File: config.mk
export PLATFORM = sky130hd
export DESIGN_NAME = rot_seq_ctrl
export DESIGN_NICKNAME = d
export VERILOG_FILES = /design/src/rtl/rot_pkg.sv /design/src/rtl/ring_shift_reg.sv /design/src/rtl/rot_seq_ctrl.sv
export SDC_FILE = /design/constraint.sdc
export NUM_CORES = 1
export LEC_CHECK = 0
export CAP_MARGIN = 20
export CORE_MARGIN = 4
export CORE_UTILIZATION = 45
export DETAILED_ROUTE_END_ITERATION = 7
export GPL_TIMING_DRIVEN = 0
export PLACE_DENSITY = 0.83
export SYNTH_ARGS = -nofsm -noshare
export SYNTH_HDL_FRONTEND = slang
export SYNTH_SLANG_ARGS = --single-unit
export TNS_END_PERCENT = 100
File: constraint.sdc
create_clock -name clk -period 1.44 [get_ports clk]
set_input_delay 0.288 -clock clk [delete_from_list [all_inputs] [get_ports clk]]
set_output_delay 0.288 -clock clk [all_outputs]
set_load 0.01 [all_outputs]
File: src/rtl/rot_pkg.sv
// Shared op codes, FSM state encodings and the register reset/clear value
// for the rotating count sequencer.
package rot_pkg;

    localparam logic [1:0] OP_CLEAR = 2'b00;
    localparam logic [1:0] OP_LOAD  = 2'b01;
    localparam logic [1:0] OP_ROTL  = 2'b10;
    localparam logic [1:0] OP_ROTR  = 2'b11;

    localparam logic [1:0] ST_IDLE = 2'd0;
    localparam logic [1:0] ST_EXEC = 2'd1;
    localparam logic [1:0] ST_DONE = 2'd2;

    // One-hot bit 0; cast to the register width at the point of use.
    localparam int COUNT_INIT = 1;

    localparam logic DIR_LEFT  = 1'b0;
    localparam logic DIR_RIGHT = 1'b1;

endpackage

File: src/rtl/ring_shift_reg.sv
// WIDTH-bit rotating register; clear beats load, and both beat rotate.
module ring_shift_reg
    import rot_pkg::*;
#(
    parameter int WIDTH = 4
) (
    input  logic             clk,
    input  logic             rst_n,
    input  logic             load,
    input  logic             clear,
    input  logic             en,
    input  logic             dir,
    input  logic [WIDTH-1:0] d,
    output logic [WIDTH-1:0] q
);

    always_ff @(posedge clk or negedge rst_n) begin
        if (!rst_n) begin
            q <= WIDTH'(COUNT_INIT);
        end else if (clear) begin
            q <= WIDTH'(COUNT_INIT);
        end else if (load) begin
            q <= d;
        end else if (en) begin
            if (dir == DIR_RIGHT) q <= {q[0], q[WIDTH-1:1]};
            else                  q <= {q[WIDTH-2:0], q[WIDTH-1]};
        end
    end

endmodule

File: src/rtl/rot_seq_ctrl.sv
// Command sequencer driving ring_shift_reg: CLEAR / LOAD / ROTL n / ROTR n.
// Define ROT_SEQ_TRACE_EN to get simulation trace lines for updates and completions.
//
// state | meaning
// IDLE  | ready for a command
// EXEC  | applying the captured command (one cycle, or one per rotation step)
// DONE  | one-cycle completion pulse, no accept
module rot_seq_ctrl
    import rot_pkg::*;
#(
    parameter int WIDTH = 4,
    parameter int CNT_W = 4
) (
    input  logic             clk,
    input  logic             rst_n,
    input  logic             req_valid,
    output logic             req_ready,
    input  logic [1:0]       req_op,
    input  logic [WIDTH-1:0] req_data,
    input  logic [CNT_W-1:0] req_steps,
    output logic [WIDTH-1:0] count,
    output logic             busy,
    output logic             done
);

    logic [1:0]       state;
    logic [1:0]       op_q;
    logic [WIDTH-1:0] data_q;
    logic [CNT_W-1:0] steps_q;

    logic is_rot_req;
    logic sr_clear, sr_load, sr_en, sr_dir;

    assign is_rot_req = req_op[1];

    always_ff @(posedge clk or negedge rst_n) begin
        if (!rst_n) begin
            state   <= ST_IDLE;
            op_q    <= OP_CLEAR;
            data_q  <= '0;
            steps_q <= '0;
        end else begin
            case (state)
                ST_IDLE: begin
                    if (req_valid) begin
                        op_q    <= req_op;
                        data_q  <= req_data;
                        steps_q <= req_steps;
                        // A zero-step rotation has nothing to execute.
                        if (is_rot_req && req_steps == '0) state <= ST_DONE;
                        else                               state <= ST_EXEC;
                    end
                end
                ST_EXEC: begin
                    if (op_q == OP_ROTL || op_q == OP_ROTR) begin
                        steps_q <= steps_q - CNT_W'(1);
                        if (steps_q == CNT_W'(1)) state <= ST_DONE;
                    end else begin
                        state <= ST_DONE;
                    end
                end
                default: state <= ST_IDLE;
            endcase
        end
    end

    always_comb begin
        sr_clear = 1'b0;
        sr_load  = 1'b0;
        sr_en    = 1'b0;
        sr_dir   = DIR_LEFT;
        if (state == ST_EXEC) begin
            sr_clear = (op_q == OP_CLEAR);
            sr_load  = (op_q == OP_LOAD);
            sr_en    = (op_q == OP_ROTL) || (op_q == OP_ROTR);
            sr_dir   = (op_q == OP_ROTR) ? DIR_RIGHT : DIR_LEFT;
        end
    end

    assign req_ready = (state == ST_IDLE);
    assign busy      = (state != ST_IDLE);
    assign done      = (state == ST_DONE);

    ring_shift_reg #(.WIDTH(WIDTH)) u_ring (
        .clk   (clk),
        .rst_n (rst_n),
        .load  (sr_load),
        .clear (sr_clear),
        .en    (sr_en),
        .dir   (sr_dir),
        .d     (data_q),
        .q     (count)
    );

`ifdef ROT_SEQ_TRACE_EN
    logic trace_upd;

    always_ff @(posedge clk or negedge rst_n) begin
        if (!rst_n) trace_upd <= 1'b0;
        else        trace_upd <= (state == ST_EXEC);
    end

    // Sampled on the falling edge so the register has already taken its new value.
    always @(negedge clk) begin
        if (rst_n && trace_upd)
            $display("rot_seq_ctrl: op=%0d remaining=%0d count=%b", op_q, steps_q, count);
        if (rst_n && done)
            $display("rot_seq_ctrl: op=%0d complete count=%b", op_q, count);
    end
`endif

endmodule

==> results of run 1 <==
==> timing repair <==
| action | in CTS | in global routing |
|---|---|---|
| setup endpoints to repair | 7 | 16 |
| gates cloned | 0 | 0 |
| gates resized for setup | 18 | 9 |
| buffers inserted | 5 | 2 |
| hold buffers | 0 | 0 |
| pin swaps | 1 | 0 |
==> layer usage <==
metal	GRT usage, %	wire [µm]
met1	22.5	1000
met2	28.8	1070
met3	2.77	51
met4	9.36	48
met5	0	0
==> per-stage QoR <==
step | hold WS (ps) | setup WS [ps]
after global placement | 500 | -304
after global routing | 460 | -61.3
final | 397 | -9.26
after detailed placement | 501 | -327
after floorplan | -7.59 | 88.1
after CTS | 426 | -1.38
==> critical path, stage by stage (launching register included) <==
cell,delay (ps)
dfrtp_2,460
nor2_2,130
inv_1,50
clkdlybuf4s15_1,230
==> final timing paths <==
check / start / to / slack [ps]
max reg2reg: state[1]$_DFFE_PN0P_ / op_q[0]$_DFFE_PN0P_ / 40
min in group clk: data_q[0]$_DFFE_PN0P_ / data_q[0]$_DFFE_PN0P_ / 520
min: rst_n / u_ring.q[1]$_DFFE_PN0P_ / 400
min reg2reg: data_q[0]$_DFFE_PN0P_ / data_q[0]$_DFFE_PN0P_ / 520
max in group asynchronous: rst_n / state[1]$_DFFE_PN0P_ / 570
max: state[1]$_DFFE_PN0P_ / busy / -9
==> final cells by class <==
cell class	count	area (µm²)
fillers	156	697
clock buffers	4	36.3
repair buffers	26	239
plain buffers	6	47.5
inverters	5	18.8
multi-input cells	60	507
well taps	27	33.8
flip-flops and latches	16	403
==> kinds of logic (layout without fill, tap and decap cells) <==
group,Yosys count,in the layout,share of synthesized area [%]
buffers and inverters,11,41,5.80
AOI/OAI and AO/OA,17,17,14.0
and+or+nand+nor,28,28,18.3
DFF,16,16,42.3
muxes,13,13,17.0
adders and majority gates,2,2,2.63
==> synth_stat cells <==
master	count
o211ai_1	2
a2bb2oi_2	1
nand2_1	4
clkbuf_1	2
dfstp_2	1
a21oi_1	2
nor3b_1	3
buf_2	2
dfrtp_1	15
nand3b_1	2
a211oi_1	2
mux2_4	6
nor2_1	5
and2_1	3
buf_4	1
mux2_2	1
a21o_1	2
and3b_1	1
nand4b_1	3
o22ai_1	1
o21ai_0	2
buf_6	1
inv_1	5
nor4_1	3
nand2b_1	1
o31ai_1	1
nor2b_1	2
a211oi_2	1
or3_4	1
a31oi_1	1
mux2i_1	6
a2bb2oi_1	1
ha_1	2
o311a_2	1
==> power groups by stage <==
stage          sequential [mW]  clock, mW  combinational [mW]
2_1_floorplan            0.877          0                1.14
3_3_place_gp             0.892          0                1.55
3_5_place_dp             0.899          0                1.60
4_1_cts                  0.880      0.317                1.68
5_1_grt                  0.934      0.339                1.99
6_report                 0.901      0.310                1.81
==> sequential cells by signal, indices dropped and copies added, names as in the netlist <==
signal    flops
data_q        4
op_q          2
state         2
steps_q       4
u_ring.q      4
==> results_dict.tcl, run 1 <==
set metrics [dict create \
    cts_buffers 3 \
    tritoncts "yes" \
    status "finished, violations left" \
    antenna-diode-count 0 \
    max_freq_mhz 690 \
    grt_first_pass_wirelength_um 3630 \
    cp.required_ps 1150 \
    cts_root_buffer "clkbuf_4" \
    p_leak_nw 0.566 \
    num_rows 16 \
    syn_area_per_cell_um2 10.9 \
    setup-tns-final_ps -9.26 \
    ys_warn_count 0 \
    endpoint_kind "output pin" \
    finalNonFillerCells 144 \
    vias 767 \
    drv_slew 0 \
    worstPathArrival_ps 1160 \
    coreArea_um2 1980 \
    drt-initial-drc-count 12 \
    htree_levels 1 \
    io_pins 20 \
    worstSetupPathType "flip-flop to output pin" \
    finalClockSkew_ps 5.27 \
    numPortBuffers 19 \
    gp_congestion 0.873 \
    seqPwrFrac_pct 29.8 \
    violations "negative setup slack" \
    dp_cells 133 \
    post-route-util_pct 64.8 \
    synthesis.nets 102 \
    synth_top_area_share_pct 39.5 \
    worst_skew_pair.late_latency_ps 300 \
    ys_ff_latch 16 \
    irDropWorstVdd_mv 1.24 \
    track_usage_pct 17.8 \
    tightest_slew_ps 688 \
    rsz0062_at_grt "yes" \
    p_clk_share_pct 10.2 \
    synth.distinct_cells 34 \
    drive_gt1_share_pct 29.9 \
    fin_crit_sh_pct 101 \
    comb_power_share_pct 60.0 \
    grt_pass1_vias 794 \
    worst_slack_ps -9.26 \
    synth_top_area_cell "dfrtp_1" \
    areaGrowthSynthToFinish_pct 35.3 \
    layout_commonest_cell "dfrtp_1" \
    syn_inst 87 \
    wl_um 2170 \
    finalSetupViolations 1 \
    hp-class "primary input to async pin" \
    dr.pass1.iters 4 \
    place_area_um2 1170 \
    cts_sinks 16 \
    antenna_found_initial 0 \
    critPathLaunchType "flip-flop" \
    r2r_cells 5 \
    maxSlewHeadroom_pct 54.0 \
    power.internal_mw 1.85 \
    clkTransAtPathRegs_ps 100 \
    layout_min_cycle_time_ps 1450 \
    path_max_fanout 3 \
    route.detailed.drc 0 \
    start_util_pct 47.9 \
    fp.dieH_um 53.9 \
    layout.nets 133 \
    swShare_pct 38.7 \
    grt_max_degree 17 \
    synthTopCellsByArea "dfrtp_1, mux2_4, mux2i_1" \
    clk_path_buf_depth 2 \
    hold_viol 0 \
    synth.cell_area_um2 950 \
    mostFrequentLayoutCells "dfrtp_1, clkdlybuf4s50_1, buf_4, mux2_4" \
    p_per_area_nw_per_um2 2350 \
    p_sw_mw 1.17 \
    avgViaCountPerCell 5.33 \
    synth-seq-area-share_pct 42.3 \
    antenna_left 0 \
    avgRoutedWirePerCell_um 15.0 \
    die_width_um 53.9 \
    postLayoutCellArea_um2 1280 \
    post-dp-hpwl_um 1430 \
    drv_cap 0 \
    power_mw 3.02 \
    die_area_um2 2910 \
    overflow 0 \
]
Power figures use the tool's default switching activity.
==> run 2: changes to the inputs <==
SYNTH_HIERARCHICAL = 1   (was not set)
==> results_dict.tcl, run 2 <==
set metrics [dict create \
    worstSetupPathType "flip-flop to flip-flop" \
    synth.area.mux_share_pct 16.0 \
    drt-initial-drc-count 50 \
    avgViaCountPerCell 6.33 \
    p_sw_mw 1.39 \
    finalClockSkew_ps 15.2 \
    power.internal_mw 2.04 \
    drv_slew 0 \
    p_per_area_nw_per_um2 2320 \
    violations "negative setup slack" \
    coreArea_um2 1820 \
    endpoint_kind "flip-flop" \
    top_regs "data_q x4, steps_q x4, u_ring/q x4" \
    path_max_fanout 4 \
    worstSetupStartpoint "state[0]$_DFFE_PN0P_" \
    worst_slack_ps -308 \
    p_clk_share_pct 9.1 \
    ys_top_cells_by_count "dfrtp_1, mux2_2, inv_1, a211oi_1, mux2i_1" \
    maxSlewHeadroom_pct 53.0 \
    syn_area_per_cell_um2 11.2 \
    grt_max_degree 17 \
    dr_wl_met3_um 241 \
    dr.pass1.iters 4 \
    die_area_um2 2800 \
    tightest_slew_ps 703 \
    htree_levels 1 \
    postLayoutCellArea_um2 1480 \
    wl_um 3260 \
    synth.distinct_cells 33 \
    synth_top_family_by_area "simple AND/OR/NAND/NOR gates" \
    r2r_slack_ps -310 \
    wl_met1_um 1340 \
    synthXorXnorAreaFrac_pct 0 \
    fp.dieH_um 52.9 \
    clkTransAtPathRegs_ps 110 \
    synth_flop_cell "dfrtp_1" \
    numPortBuffers 19 \
    cts_hold_buffers 0 \
    synthTopCellsByArea "dfrtp_1, mux2_2, mux2i_1" \
    route.detailed.drc 0 \
    track_usage_pct 21.2 \
    start_util_pct 49.8 \
    cp.required_ps 1610 \
    drv_cap 0 \
    synth_adder_area_share_pct 2.76 \
    fillerInstances 100 \
    gp_congestion 0.877 \
    synth.cell_area_um2 907 \
    grt_pass1_vias 900 \
    cts_root_buffer "clkbuf_4" \
    yosys.area_share.simple_pct 18.3 \
    antenna_left 0 \
    worst_skew_pair.late_latency_ps 300 \
    synth_top_area_share_pct 41.4 \
    overflow 0 \
    irDropWorstVdd_mv 1.56 \
    p_leak_nw 0.659 \
    seqPwrFrac_pct 27.3 \
    num_rows 15 \
    ys_warn_count 6 \
    io_pins 20 \
    r2r_start "state[0]$_DFFE_PN0P_" \
    max_freq_mhz 572 \
    synthesis.nets 96 \
    layout_commonest_cell "buf_4" \
    worstPathArrival_ps 1920 \
    rsz0062_at_grt "yes" \
    layout_min_cycle_time_ps 1750 \
    power_mw 3.43 \
    hp-class "primary input to async pin" \
    routed.top_layer "met4" \
    syn_inst 81 \
    grt_first_pass_wirelength_um 4280 \
    finalSetupViolations 15 \
    dr_wl_met2_um 1540 \
    critPathLaunchType "flip-flop" \
    areaGrowthSynthToFinish_pct 63.2 \
    layout.nets 138 \
    ys_ff_latch 16 \
    synth_compound_area_share_pct 14.3 \
    drive_gt1_share_pct 48.4 \
    cts_sinks 16 \
    holdWs_ps 396 \
    status "finished, violations left" \
    comb_power_share_pct 63.6 \
    swShare_pct 40.5 \
    synth-seq-area-share_pct 44.3 \
    clk_path_buf_depth 2 \
    antenna-diode-count 0 \
    place_area_um2 1160 \
    yosysMostFrequentCell "dfrtp_1" \
    hold_viol 0 \
    tritoncts "yes" \
    mostFrequentLayoutCells "buf_4, dfrtp_1, clkdlybuf4s50_1, mux2_4" \
    vias 931 \
    cts_buffers 3 \
    fin_crit_sh_pct 121 \
    synth_top_area_cell "dfrtp_1" \
    synth_async_sr_flop_share_pct 100 \
    post-dp-hpwl_um 1550 \
    avgRoutedWirePerCell_um 22.1 \
    die_width_um 52.9 \
    synth_edf_count 0 \
    antenna_found_initial 0 \
]
[run 2: metrics by stage]
stage	instances	util (%)	setup TNS, ps	worst slack [ps]
4_1_cts	141	72.2	-988	-237
3_3_place_gp	125	64.0	-3660	-547
5_1_grt	147	81.3	-2910	-326
3_5_place_dp	125	64.0	-4070	-580
2_1_floorplan	81	-	-535	-187
6_report	147	81.3	-2410	-308
[run 2: cell families after synthesis]
logic type | after synthesis
muxes | 13
and+or+nand+nor | 26
buffers and inverters | 8
AOI/OAI and AO/OA | 16
adders and majority gates | 2
DFF | 16
[run 2: final cells by class]
class | instances | area (µm²) | area share, %
Tap cell | 25 | 31.3 | 2.11
Sequential cell | 16 | 403 | 27.2
Clock buffer | 4 | 36.3 | 2.45
Multi-Input combinational cell | 57 | 626 | 42.3
Buffer | 3 | 33.8 | 2.28
Timing Repair Buffer | 37 | 332 | 22.4
Inverter | 5 | 18.8 | 1.27
[run 2: critical path: stages, from the launching register on]
cell	delay, ps
dfrtp_2	460
buf_6	130
and2b_2	210
and3_4	200
mux2_4	300
a221o_1	330
[run 2: path summary, 6_finish.rpt]
path                                            to  depth (start not counted)
max reg2reg                u_ring/q[2]$_DFFE_PN0P_                          5
max in group asynchronous     state[0]$_DFFE_PN0P_                          1
min                           state[1]$_DFFE_PN0P_                          1
min in group clk             data_q[1]$_DFFE_PN0P_                          1
max                        u_ring/q[2]$_DFFE_PN0P_                          5
min reg2reg                  data_q[1]$_DFFE_PN0P_                          1
[run 2: metal layers]
layer / up-vias / track usage [%]
met3: 23 / 5.35
met4: 0 / 4.68
met5: - / 0
li1: 395 / -
met2: 63 / 35.5
met1: 450 / 27.4
[run 2: what timing repair did]
item / CTS / global route
pin swaps: 3 / 3
resized for setup: 27 / 27
setup buffers: 12 / 6
setup endpoints to repair: 11 / 18
[run 2: power groups by stage]
| stage | clock network (mW) | registers, mW | logic, mW |
|---|---|---|---|
| 3_3_place_gp | 0 | 0.861 | 1.29 |
| 4_1_cts | 0.304 | 0.879 | 1.59 |
| 6_report | 0.313 | 0.937 | 2.18 |
| 2_1_floorplan | 0 | 0.846 | 0.953 |
| 5_1_grt | 0.329 | 0.968 | 2.29 |
| 3_5_place_dp | 0 | 0.875 | 1.35 |
